`src/rtl/mem_port_arbiter_if.sv`:
```
// Bus bundle between the arbiter, the two pipeline requesters (IF, MEM) and the shared memory.
interface mem_port_arbiter_if #(
   parameter int ADDR_W = 32,
   parameter int DATA_W = 32
);
   logic              if_req;
   logic [ADDR_W-1:0] if_addr;
   logic [DATA_W-1:0] if_rdata;
   logic              if_ready;
   logic              d_req;
   logic              d_we;
   logic [ADDR_W-1:0] d_addr;
   logic [DATA_W-1:0] d_wdata;
   logic [DATA_W-1:0] d_rdata;
   logic              d_ready;
   logic              flush;
   logic              mem_req;
   logic              mem_we;
   logic [ADDR_W-1:0] mem_addr;
   logic [DATA_W-1:0] mem_wdata;
   logic [DATA_W-1:0] mem_rdata;
   logic              mem_ack;
   logic              busy;

   modport slave (
      input  if_req, if_addr, d_req, d_we, d_addr, d_wdata, flush, mem_rdata, mem_ack,
      output if_rdata, if_ready, d_rdata, d_ready, mem_req, mem_we, mem_addr, mem_wdata, busy
   );

   modport master (
      output if_req, if_addr, d_req, d_we, d_addr, d_wdata, flush, mem_rdata, mem_ack,
      input  if_rdata, if_ready, d_rdata, d_ready, mem_req, mem_we, mem_addr, mem_wdata, busy
   );
endinterface

```
`src/rtl/mem_port_arbiter.sv`:
```
// Single-port memory arbiter between fetch and data stages: data wins by default,
// a starvation counter forces fetch grants, and a flush drops an in-flight fetch.
module mem_port_arbiter #(
   parameter int ADDR_W     = 32,
   parameter int DATA_W     = 32,
   parameter int STARVE_MAX = 4
) (
   input  logic                clk,
   input  logic                rst_n,
   mem_port_arbiter_if.slave   bus
);
   localparam int CNT_W = $clog2(STARVE_MAX + 1);

   typedef enum logic [1:0] {IDLE, IF_BUSY, D_BUSY, IF_DROP} state_t;

   state_t             r_state;
   state_t             w_state_nxt;
   logic [CNT_W-1:0]   r_starve_cnt;
   logic [CNT_W-1:0]   w_starve_nxt;
   logic               w_if_elig;
   logic               w_d_elig;
   logic               w_grant_d;
   logic               w_grant_if;
   logic               w_if_done;
   logic               w_d_done;

   logic               r_mem_req;
   logic               r_mem_we;
   logic [ADDR_W-1:0]  r_mem_addr;
   logic [DATA_W-1:0]  r_mem_wdata;
   logic [DATA_W-1:0]  r_if_rdata;
   logic               r_if_ready;
   logic [DATA_W-1:0]  r_d_rdata;
   logic               r_d_ready;

   // A requester whose ready is high this cycle is finishing, not asking again.
   always_comb begin
      w_if_elig   = bus.if_req & ~r_if_ready;
      w_d_elig    = bus.d_req  & ~r_d_ready;
      w_grant_d   = 1'b0;
      w_grant_if  = 1'b0;
      w_state_nxt = r_state;
      case (r_state)
         IDLE: begin
            if (w_d_elig && (!w_if_elig || (r_starve_cnt < CNT_W'(STARVE_MAX)))) begin
               w_grant_d   = 1'b1;
               w_state_nxt = D_BUSY;
            end else if (w_if_elig && !bus.flush) begin
               w_grant_if  = 1'b1;
               w_state_nxt = IF_BUSY;
            end
         end
         IF_BUSY: begin
            if (bus.mem_ack)    w_state_nxt = IDLE;
            else if (bus.flush) w_state_nxt = IF_DROP;
         end
         D_BUSY, IF_DROP: begin
            if (bus.mem_ack) w_state_nxt = IDLE;
         end
         default: w_state_nxt = IDLE;
      endcase
   end

   always_comb begin
      w_starve_nxt = r_starve_cnt;
      if (!bus.if_req || w_grant_if)
         w_starve_nxt = '0;
      else if (w_grant_d && (r_starve_cnt < CNT_W'(STARVE_MAX)))
         w_starve_nxt = r_starve_cnt + CNT_W'(1);
   end

   assign w_if_done = (r_state == IF_BUSY) && bus.mem_ack && !bus.flush;
   assign w_d_done  = (r_state == D_BUSY)  && bus.mem_ack;

   always_ff @(posedge clk or negedge rst_n) begin
      if (!rst_n) begin
         r_state      <= IDLE;
         r_starve_cnt <= '0;
      end else begin
         r_state      <= w_state_nxt;
         r_starve_cnt <= w_starve_nxt;
      end
   end

   // The grant edge latches the winning request; mem_req then holds until the ack cycle.
   always_ff @(posedge clk or negedge rst_n) begin
      if (!rst_n) begin
         r_mem_req   <= 1'b0;
         r_mem_we    <= 1'b0;
         r_mem_addr  <= '0;
         r_mem_wdata <= '0;
         r_if_rdata  <= '0;
         r_if_ready  <= 1'b0;
         r_d_rdata   <= '0;
         r_d_ready   <= 1'b0;
      end else begin
         r_if_ready <= w_if_done;
         r_d_ready  <= w_d_done;
         if (w_if_done) r_if_rdata <= bus.mem_rdata;
         if (w_d_done)  r_d_rdata  <= bus.mem_rdata;
         if (w_grant_d) begin
            r_mem_req   <= 1'b1;
            r_mem_we    <= bus.d_we;
            r_mem_addr  <= bus.d_addr;
            r_mem_wdata <= bus.d_wdata;
         end else if (w_grant_if) begin
            r_mem_req   <= 1'b1;
            r_mem_we    <= 1'b0;
            r_mem_addr  <= bus.if_addr;
            r_mem_wdata <= '0;
         end else if (bus.mem_ack && (r_state != IDLE)) begin
            r_mem_req   <= 1'b0;
         end
      end
   end

   assign bus.mem_req   = r_mem_req;
   assign bus.mem_we    = r_mem_we;
   assign bus.mem_addr  = r_mem_addr;
   assign bus.mem_wdata = r_mem_wdata;
   assign bus.if_rdata  = r_if_rdata;
   assign bus.if_ready  = r_if_ready;
   assign bus.d_rdata   = r_d_rdata;
   assign bus.d_ready   = r_d_ready;
   assign bus.busy      = (r_state != IDLE);
endmodule

```
`src/flat_wrapper.sv`:
```
// flat-port wrapper written by rule: the top's interface ports become plain ports
module mem_port_arbiter_flat 
#(
   parameter int ADDR_W     = 32,
   parameter int DATA_W     = 32,
   parameter int STARVE_MAX = 4
)
  (clk, rst_n, bus_if_req, bus_if_addr, bus_d_req, bus_d_we, bus_d_addr, bus_d_wdata, bus_flush, bus_mem_rdata, bus_mem_ack, bus_if_rdata, bus_if_ready, bus_d_rdata, bus_d_ready, bus_mem_req, bus_mem_we, bus_mem_addr, bus_mem_wdata, bus_busy);
  mem_port_arbiter_if #(.ADDR_W(ADDR_W), .DATA_W(DATA_W)) bus_i ();
  input  logic clk;
  input  logic rst_n;
  input wire logic [$bits(bus_i.if_req)-1:0] bus_if_req;
  input wire logic [$bits(bus_i.if_addr)-1:0] bus_if_addr;
  input wire logic [$bits(bus_i.d_req)-1:0] bus_d_req;
  input wire logic [$bits(bus_i.d_we)-1:0] bus_d_we;
  input wire logic [$bits(bus_i.d_addr)-1:0] bus_d_addr;
  input wire logic [$bits(bus_i.d_wdata)-1:0] bus_d_wdata;
  input wire logic [$bits(bus_i.flush)-1:0] bus_flush;
  input wire logic [$bits(bus_i.mem_rdata)-1:0] bus_mem_rdata;
  input wire logic [$bits(bus_i.mem_ack)-1:0] bus_mem_ack;
  output wire logic [$bits(bus_i.if_rdata)-1:0] bus_if_rdata;
  output wire logic [$bits(bus_i.if_ready)-1:0] bus_if_ready;
  output wire logic [$bits(bus_i.d_rdata)-1:0] bus_d_rdata;
  output wire logic [$bits(bus_i.d_ready)-1:0] bus_d_ready;
  output wire logic [$bits(bus_i.mem_req)-1:0] bus_mem_req;
  output wire logic [$bits(bus_i.mem_we)-1:0] bus_mem_we;
  output wire logic [$bits(bus_i.mem_addr)-1:0] bus_mem_addr;
  output wire logic [$bits(bus_i.mem_wdata)-1:0] bus_mem_wdata;
  output wire logic [$bits(bus_i.busy)-1:0] bus_busy;
  assign bus_i.if_req = bus_if_req;
  assign bus_i.if_addr = bus_if_addr;
  assign bus_i.d_req = bus_d_req;
  assign bus_i.d_we = bus_d_we;
  assign bus_i.d_addr = bus_d_addr;
  assign bus_i.d_wdata = bus_d_wdata;
  assign bus_i.flush = bus_flush;
  assign bus_i.mem_rdata = bus_mem_rdata;
  assign bus_i.mem_ack = bus_mem_ack;
  assign bus_if_rdata = bus_i.if_rdata;
  assign bus_if_ready = bus_i.if_ready;
  assign bus_d_rdata = bus_i.d_rdata;
  assign bus_d_ready = bus_i.d_ready;
  assign bus_mem_req = bus_i.mem_req;
  assign bus_mem_we = bus_i.mem_we;
  assign bus_mem_addr = bus_i.mem_addr;
  assign bus_mem_wdata = bus_i.mem_wdata;
  assign bus_busy = bus_i.busy;
  mem_port_arbiter #(.ADDR_W(ADDR_W), .DATA_W(DATA_W), .STARVE_MAX(STARVE_MAX)) u_core (.clk(clk), .rst_n(rst_n), .bus(bus_i));
endmodule
```
`config.mk`:
```
export PLATFORM = sky130hd
export DESIGN_NAME = mem_port_arbiter_flat
export DESIGN_NICKNAME = d
export VERILOG_FILES = /design/src/rtl/mem_port_arbiter_if.sv /design/src/rtl/mem_port_arbiter.sv /design/src/flat_wrapper.sv
export SDC_FILE = /design/constraint.sdc
export NUM_CORES = 1
export LEC_CHECK = 0
export CORE_ASPECT_RATIO = 1.25
export CORE_MARGIN = 2
export CORE_UTILIZATION = 40
export DETAILED_ROUTE_END_ITERATION = 6
export PLACE_DENSITY = 0.8
export SLEW_MARGIN = 30
export SYNTH_ARGS = -nofsm -noshare
export SYNTH_HDL_FRONTEND = slang
export SYNTH_SLANG_ARGS = --single-unit
```
`constraint.sdc`:
```
create_clock -name clk -period 2.22 [get_ports clk]
set_input_delay 0.222 -clock clk [delete_from_list [all_inputs] [get_ports clk]]
set_output_delay 0.222 -clock clk [all_outputs]
set_load 0.05 [all_outputs]
```
==> results of run 1 <==
[power groups by stage]
| stage | sequential [W] | clock (W) | combinational, W |
|---|---|---|---|
| final | 0.00443 | 0.00277 | 0.00913 |
| after global routing | 0.00457 | 0.00295 | 0.00946 |
| after CTS | 0.00443 | 0.00283 | 0.00921 |
| after detailed placement | 0.00443 | 0 | 0.00917 |
| after global placement | 0.00438 | 0 | 0.00901 |
| after floorplan | 0.00856 | 0 | 0.00160 |
[final cells by class]
| class | count | area share |
|---|---|---|
| tap | 171 | 0.02380 |
| multi-input combinational | 220 | 0.2045 |
| clock buffer | 19 | 0.04928 |
| inverter | 5 | 0.002088 |
| clock inverter | 13 | 0.01601 |
| timing repair buffer | 283 | 0.3229 |
| sequential | 137 | 0.3814 |
[Yosys cell counts]
cell type and count:
a21oi_1 3, a221o_1 32, a22o_1 33, a22oi_1 1
a2bb2oi_1 1, a32oi_1 1, and2_1 1, buf_1 1
buf_2 13, buf_6 2, clkbuf_1 17, dfrtp_1 137
ha_1 1, inv_1 5, mux2_2 64, nand2_1 33
nand3_1 1, nand3b_1 3, nor2_1 1, nor3_1 34
nor3b_2 1, nor4b_2 1, o21a_1 1, o21ai_0 2
o21bai_1 1, o32ai_1 1, o41ai_1 1, or2_2 1
or4_1 1, or4b_1 1
[through the flow]
stage | cell area, um^2 | setup slack [ps] | total power, W | setup TNS (ps)
global route | 8989 | 146.0 | 0.01698 | 0
CTS | 8989 | 211.4 | 0.01647 | 0
finish | 8989 | 208.4 | 0.01633 | 0
detailed placement | 8393 | -21.44 | 0.01360 | -31.71
floorplan | 5410 | 307.3 | 0.01016 | 0
global placement | 8366 | -50.53 | 0.01339 | -1054
[worst reg2reg max path, cell delays in order (launching register included)]
cell       delay [ps]
dfrtp_1           470
or4b_1            580
a2bb2oi_4         270
buf_16            250
a221o_1           330
[cells by family (layout without fill, tap and decap cells)]
logic type,count (synthesis),in the layout,share of synthesized area
flip-flops,137,137,0.6337
AO/OA/AOI/OAI,77,77,0.1279
adder cells (fa/ha/maj),1,1,0.002312
AND/OR/NAND/NOR,78,78,0.07077
multiplexers,64,64,0.1332
buffers and inverters,38,320,0.03214
[worst min-delay path by stage]
stage | to | cells past startpoint
floorplan | u_core.bus.d_rdata[0]$_DFFE_PN0P_ | 0
global placement | u_core.bus.d_rdata[3]$_DFFE_PN0P_ | 1
detailed placement | u_core.bus.if_rdata[3]$_DFFE_PN0P_ | 1
CTS | u_core.bus.if_rdata[3]$_DFFE_PN0P_ | 2
global route | u_core.bus.if_rdata[20]$_DFFE_PN0P_ | 2
finish | u_core.bus.if_rdata[20]$_DFFE_PN0P_ | 2
[sequential cells by signal, summed over array words and instances (netlist names)]
register,count
u_core.bus.d_ready,1
u_core.bus.mem_addr,32
u_core.bus.mem_we,1
u_core.bus.if_rdata,32
u_core.bus.d_rdata,32
u_core.bus.mem_req,1
u_core.bus.if_ready,1
u_core.bus.mem_wdata,32
u_core.r_starve_cnt,3
u_core.r_state,2
[routing by layer]
layer	wire length, um	vias to the layer above
met3	1608	27
met5	0	-
met2	8331	205
met1	6051	2228
li1	-	2018
met4	367	0
[timing repair]
| item | CTS | global route |
|---|---|---|
| gates resized for setup | 1 | 0 |
| setup endpoints to repair | 1 | 0 |
| hold endpoints to repair | 50 | 0 |
| hold buffers | 1 | 0 |
==> results.tsv, run 1 <==
metric	value	unit
mostFrequentLayoutCells	265 x clkdlybuf4s50_1, 137 x dfrtp_1, 64 x mux2_2	
post-synth-top-area-cell	dfrtp_1	
dp_hpwl	11500	um
mean_number_of_vias_per_cell	5.281	
worstPathBufferInverterCount	1	
drt_iter0_drc	302	
cts_tree	done	
nets	800	
switching_share	0.4667	
avgRoutedWirePerCell	19.29	um
clock_insertion_delay_worst_skew	420	ps
numClockSinks	137	
first_pass_iters	4	
synth-seq-cells	137	
area_of_the_die	14480	um^2
first_global_vias	4820	
critPathTopFamily	compound AO/OA/AOI/OAI gates	
setup_skew_after_layout	7.005	ps
clock-root-buffer	clkbuf_16	
postSynthNetCount	531	
final_hold_viol_count	0	
critical_path_required	2510	ps
rsz0062_at_grt	false	
path_depth	4	
cp.arrival	2300	ps
globalRouteTotalUtil	0.2301	
worst_ir_drop_vdd	1.380	mV
critPathSlowestCell	or4b_1	
switching_power	0.007622	W
post_route_clock_period_utilization	0.9061	
detailroute.via_count	4478	
busiest_layer	met2	
wl	16360	um
share_of_cells_above_drive_strength_1	0.1728	
global_route.overflow_total	0	
source_of_the_worst_register_to_register_timing_path	u_core.r_state[0]$_DFFE_PN0P_	
layout.cells.non_filler	848	
grt_util_met1	0.2558	
slew_headroom	0.5503	
cts_max_path_buffers	2	
worstSetupEndpointType	flip-flop	
antenna_violations_before_repair	0	
p_int	0.008709	W
reg_to_reg_setup_timing_slack	210	ps
slew_violations	0	
initial_core_util	0.4089	
cpPeakStageDelay	580	ps
cts_setup_buffers	0	
p_clk_frac	0.170	
num_antenna_cells	0	
dieWidth	108.0	um
critical_path.startpoint	u_core.r_state[0]$_DFFE_PN0P_	
postRouteAntennaNets	0	
tritoncts.num_buffers	17	
seq_area	3428	um^2
die_h	134.0	um
whs	329.1	ps
area_growth	66.14	%
finalCoreUtilization	0.6793	
core.rowCount	47	
core_area	13230	um^2
worstRegToRegCells	4	
syn_area	5410	um^2
cts_clk_pin_slew_worst_paths	60	ps
endpoint_of_the_lowest_slack_register_to_register_path	u_core.bus.mem_addr[1]$_DFFE_PN0P_	
grt_start_max_net_pins	60	
cts-htree-levels	4	
placed_cells	815	
nFillCells	939	
pwr_density_cell	1817	nW/um^2
synth_sequential_area_ratio	0.6337	
cp_cell_sequence	or4b_1 > a2bb2oi_4 > buf_16 > a221o_1	
place_congestion	0.8066	
layout_commonest_cell	clkdlybuf4s50_1	
synthTopCellsByArea	dfrtp_1 63%, mux2_2 13%, a221o_1 5.9%	
synth.top_cell.area_share	0.6337	
comb_power_share	0.559	
seqPwrFrac	0.271	
use_met2	0.3931	
port_buffers	267	
min-delay-path-class	input port to async pin	
max_cap_viol_count	0	
route.detailed.drc	0	
avgSynthCellArea	13.70	um^2
crit_end	u_core.bus.mem_addr[1]$_DFFE_PN0P_	
netlist_instances	395	
power_leakage	3.813	nW
run_status	complete, no violations	
synth.lib_cells_used.distinct	30	
crit_type	flip-flop to flip-flop	
multiInputGateArea	1838	um^2
total_i_o_pin_count	268	
finalSetupViolations	0	
critical_path.max_fanout	25	
max_freq	497.1	MHz
layout_min_cycle_time	2012	ps
worst_setup_path_start_kind	flip-flop	
timing_worst_slew_pin_value	672.2	ps
ys.warnings.count	0	
grt_first_pass_wirelength	25510	um
grt.met3_usage	0.09475	
(Power assumes the default switching activity.)
==> inputs of run 2 (changes only) <==
SLEW_MARGIN = default   (was 30)
==> results.tsv, run 2 (synthesis results as in run 1) <==
metric	value	unit	change
run_status	complete, no violations		unchanged
slew_violations	0		unchanged
first_pass_iters	5		was 4
worst_setup_path_start_kind	flip-flop		unchanged
cp.arrival	2360	ps	was 2300 ps
switching_share	0.4682		was 0.4667
max_freq	497.4	MHz	was 497.1 MHz
path_depth	3		was 4
core.rowCount	47		unchanged
grt_first_pass_wirelength	25270	um	was 25510 um
grt_start_max_net_pins	60		unchanged
nFillCells	963		was 939
setup_skew_after_layout	9.085	ps	was 7.005 ps
final_hold_viol_count	0		unchanged
finalSetupViolations	0		unchanged
avgRoutedWirePerCell	19.41	um	was 19.29 um
cpPeakStageDelay	950	ps	was 580 ps
first_global_vias	4850		was 4820
route.detailed.drc	0		unchanged
whs	322.4	ps	was 329.1 ps
critical_path.startpoint	u_core.bus.if_ready$_DFF_PN0_		was u_core.r_state[0]$_DFFE_PN0P_
wl_met2	8333	um	was 8331 um
dieWidth	108.0	um	unchanged
cts_clk_pin_slew_worst_paths	60	ps	about the same
p_clk_frac	0.168		was 0.170
reg_to_reg_setup_timing_slack	210	ps	about the same
postRouteAntennaNets	0		unchanged
worstRegToRegCells	3		was 4
cts_max_path_buffers	2		unchanged
total_i_o_pin_count	268		unchanged
tritoncts.num_buffers	17		unchanged
critPathSlowestCell	a2bb2oi_2		was or4b_1
num_antenna_cells	0		unchanged
cp_cell_sequence	nand3b_1 > a2bb2oi_2 > a221o_1		was or4b_1 > a2bb2oi_4 > buf_16 > a221o_1
p_int	0.008653	W	was 0.008709 W
worstPathBufferInverterCount	0		was 1
timing_worst_slew_pin_value	1145	ps	was 672.2 ps
crit_type	flip-flop to flip-flop		unchanged
placed_cells	814		was 815
total_power	0.01627	W	was 0.01633 W
slew_headroom	0.2361		was 0.5503
rsz0062_at_grt	false		unchanged
post_route_clock_period_utilization	0.9055		was 0.9061
area_growth	65.73	%	was 66.14%
source_of_the_worst_register_to_register_timing_path	u_core.bus.if_ready$_DFF_PN0_		was u_core.r_state[0]$_DFFE_PN0P_
worst_ir_drop_vdd	1.071	mV	was 1.380 mV
cts-htree-levels	4		unchanged
place_congestion	0.8066		unchanged
port_buffers	267		unchanged
layout.cells.non_filler	848		unchanged
crit_end	u_core.bus.mem_addr[13]$_DFFE_PN0P_		was u_core.bus.mem_addr[1]$_DFFE_PN0P_
cts_setup_buffers	0		unchanged
antenna_violations_before_repair	0		unchanged
critical_path.max_fanout	22		was 25
clock_insertion_delay_worst_skew	420	ps	about the same
routed_wl_met3	1791	um	was 1608 um
die_h	134.0	um	unchanged
numClockSinks	137		unchanged
switching_power	0.007619	W	was 0.007622 W
critical_path_required	2570	ps	was 2510 ps
pwr_density_cell	1815	nW/um^2	was 1817 nW/um^2
clock-root-buffer	clkbuf_16		unchanged
layout_min_cycle_time	2010	ps	was 2012 ps
drt_iter0_drc	289		was 302
worstSetupEndpointType	flip-flop		unchanged
area_of_the_die	14480	um^2	unchanged
finish.instance_area	8966	um^2	was 8989 um^2
global_route.overflow_total	0		unchanged
power_leakage	3.808	nW	was 3.813 nW
endpoint_of_the_lowest_slack_register_to_register_path	u_core.bus.mem_addr[13]$_DFFE_PN0P_		was u_core.bus.mem_addr[1]$_DFFE_PN0P_
maxUsedRoutingLayer	met4		unchanged
seqPwrFrac	0.272		was 0.271
nets	800		unchanged
mostFrequentLayoutCells	265 x clkdlybuf4s50_1, 137 x dfrtp_1, 64 x mux2_2		unchanged
dp_hpwl	11490	um	was 11500 um
core_area	13230	um^2	unchanged
detailroute.via_count	4477		was 4478
met1Wirelength	6055	um	was 6051 um
critPathTopFamily	compound AO/OA/AOI/OAI gates		unchanged
wl	16460	um	was 16360 um
max_cap_viol_count	0		unchanged
comb_power_share	0.560		was 0.559
cts_tree	done		unchanged
initial_core_util	0.4089		unchanged
mean_number_of_vias_per_cell	5.279		was 5.281
post_dp_cell_area	8366	um^2	was 8393 um^2
min-delay-path-class	input port to async pin		unchanged
share_of_cells_above_drive_strength_1	0.1728		unchanged
globalRouteTotalUtil	0.2283		was 0.2301
layout_commonest_cell	clkdlybuf4s50_1		unchanged
## run 2: power by group through the flow
stage / logic [W] / clock network, W / registers, W
2_1_floorplan: 0.00160 / 0 / 0.00856
3_3_place_gp: 0.00901 / 0 / 0.00438
3_5_place_dp: 0.00913 / 0 / 0.00444
4_1_cts: 0.00916 / 0.00280 / 0.00443
5_1_grt: 0.00944 / 0.00292 / 0.00457
6_report: 0.00911 / 0.00273 / 0.00443
## run 2: how the worst min path moves through the flow
stage | endpoint | slack (ps) | cells past startpoint
2_1_floorplan | u_core.bus.d_rdata[0]$_DFFE_PN0P_ | -70 | 0
3_3_place_gp | u_core.bus.d_rdata[3]$_DFFE_PN0P_ | 190 | 1
3_5_place_dp | u_core.bus.if_rdata[3]$_DFFE_PN0P_ | 200 | 1
4_1_cts | u_core.bus.if_rdata[3]$_DFFE_PN0P_ | 320 | 2
5_1_grt | u_core.bus.if_rdata[20]$_DFFE_PN0P_ | 360 | 2
6_report | u_core.bus.if_rdata[21]$_DFFE_PN0P_ | 320 | 2
## run 2: layout make-up
type	count	area (um^2)	area share
Multi-Input combinational cell	221	1853	0.2067
Clock inverter	14	147.6	0.01647
Inverter	5	18.77	0.002093
Timing Repair Buffer	282	2875	0.3207
Sequential cell	137	3428	0.3824
Clock buffer	18	429.2	0.04786
Tap cell	171	214.0	0.02386
## run 2: what timing repair did
action	CTS	global route
hold buffers	1	0
endpoints found under the setup margin	1	23
endpoints found under the hold margin	50	0
resized for setup	1	0
pin swaps	0	1
gates cloned	0	1
## run 2: stage by stage
| stage | setup TNS (ps) | util | setup WS (ps) |
|---|---|---|---|
| finish | 0 | 0.6776 | 209.7 |
| global route | 0 | 0.6776 | 87.39 |
| CTS | 0 | 0.6765 | 118.1 |
| detailed placement | -3985 | 0.6322 | -146.8 |
| global placement | -1054 | 0.6322 | -50.53 |
| floorplan | 0 | - | 307.3 |
## run 2: metal layers
layer	track usage	up-vias
met4	0.08048	0
met3	0.1030	21
met1	0.2559	2226
met2	0.3833	218
li1	-	2012
met5	0	-
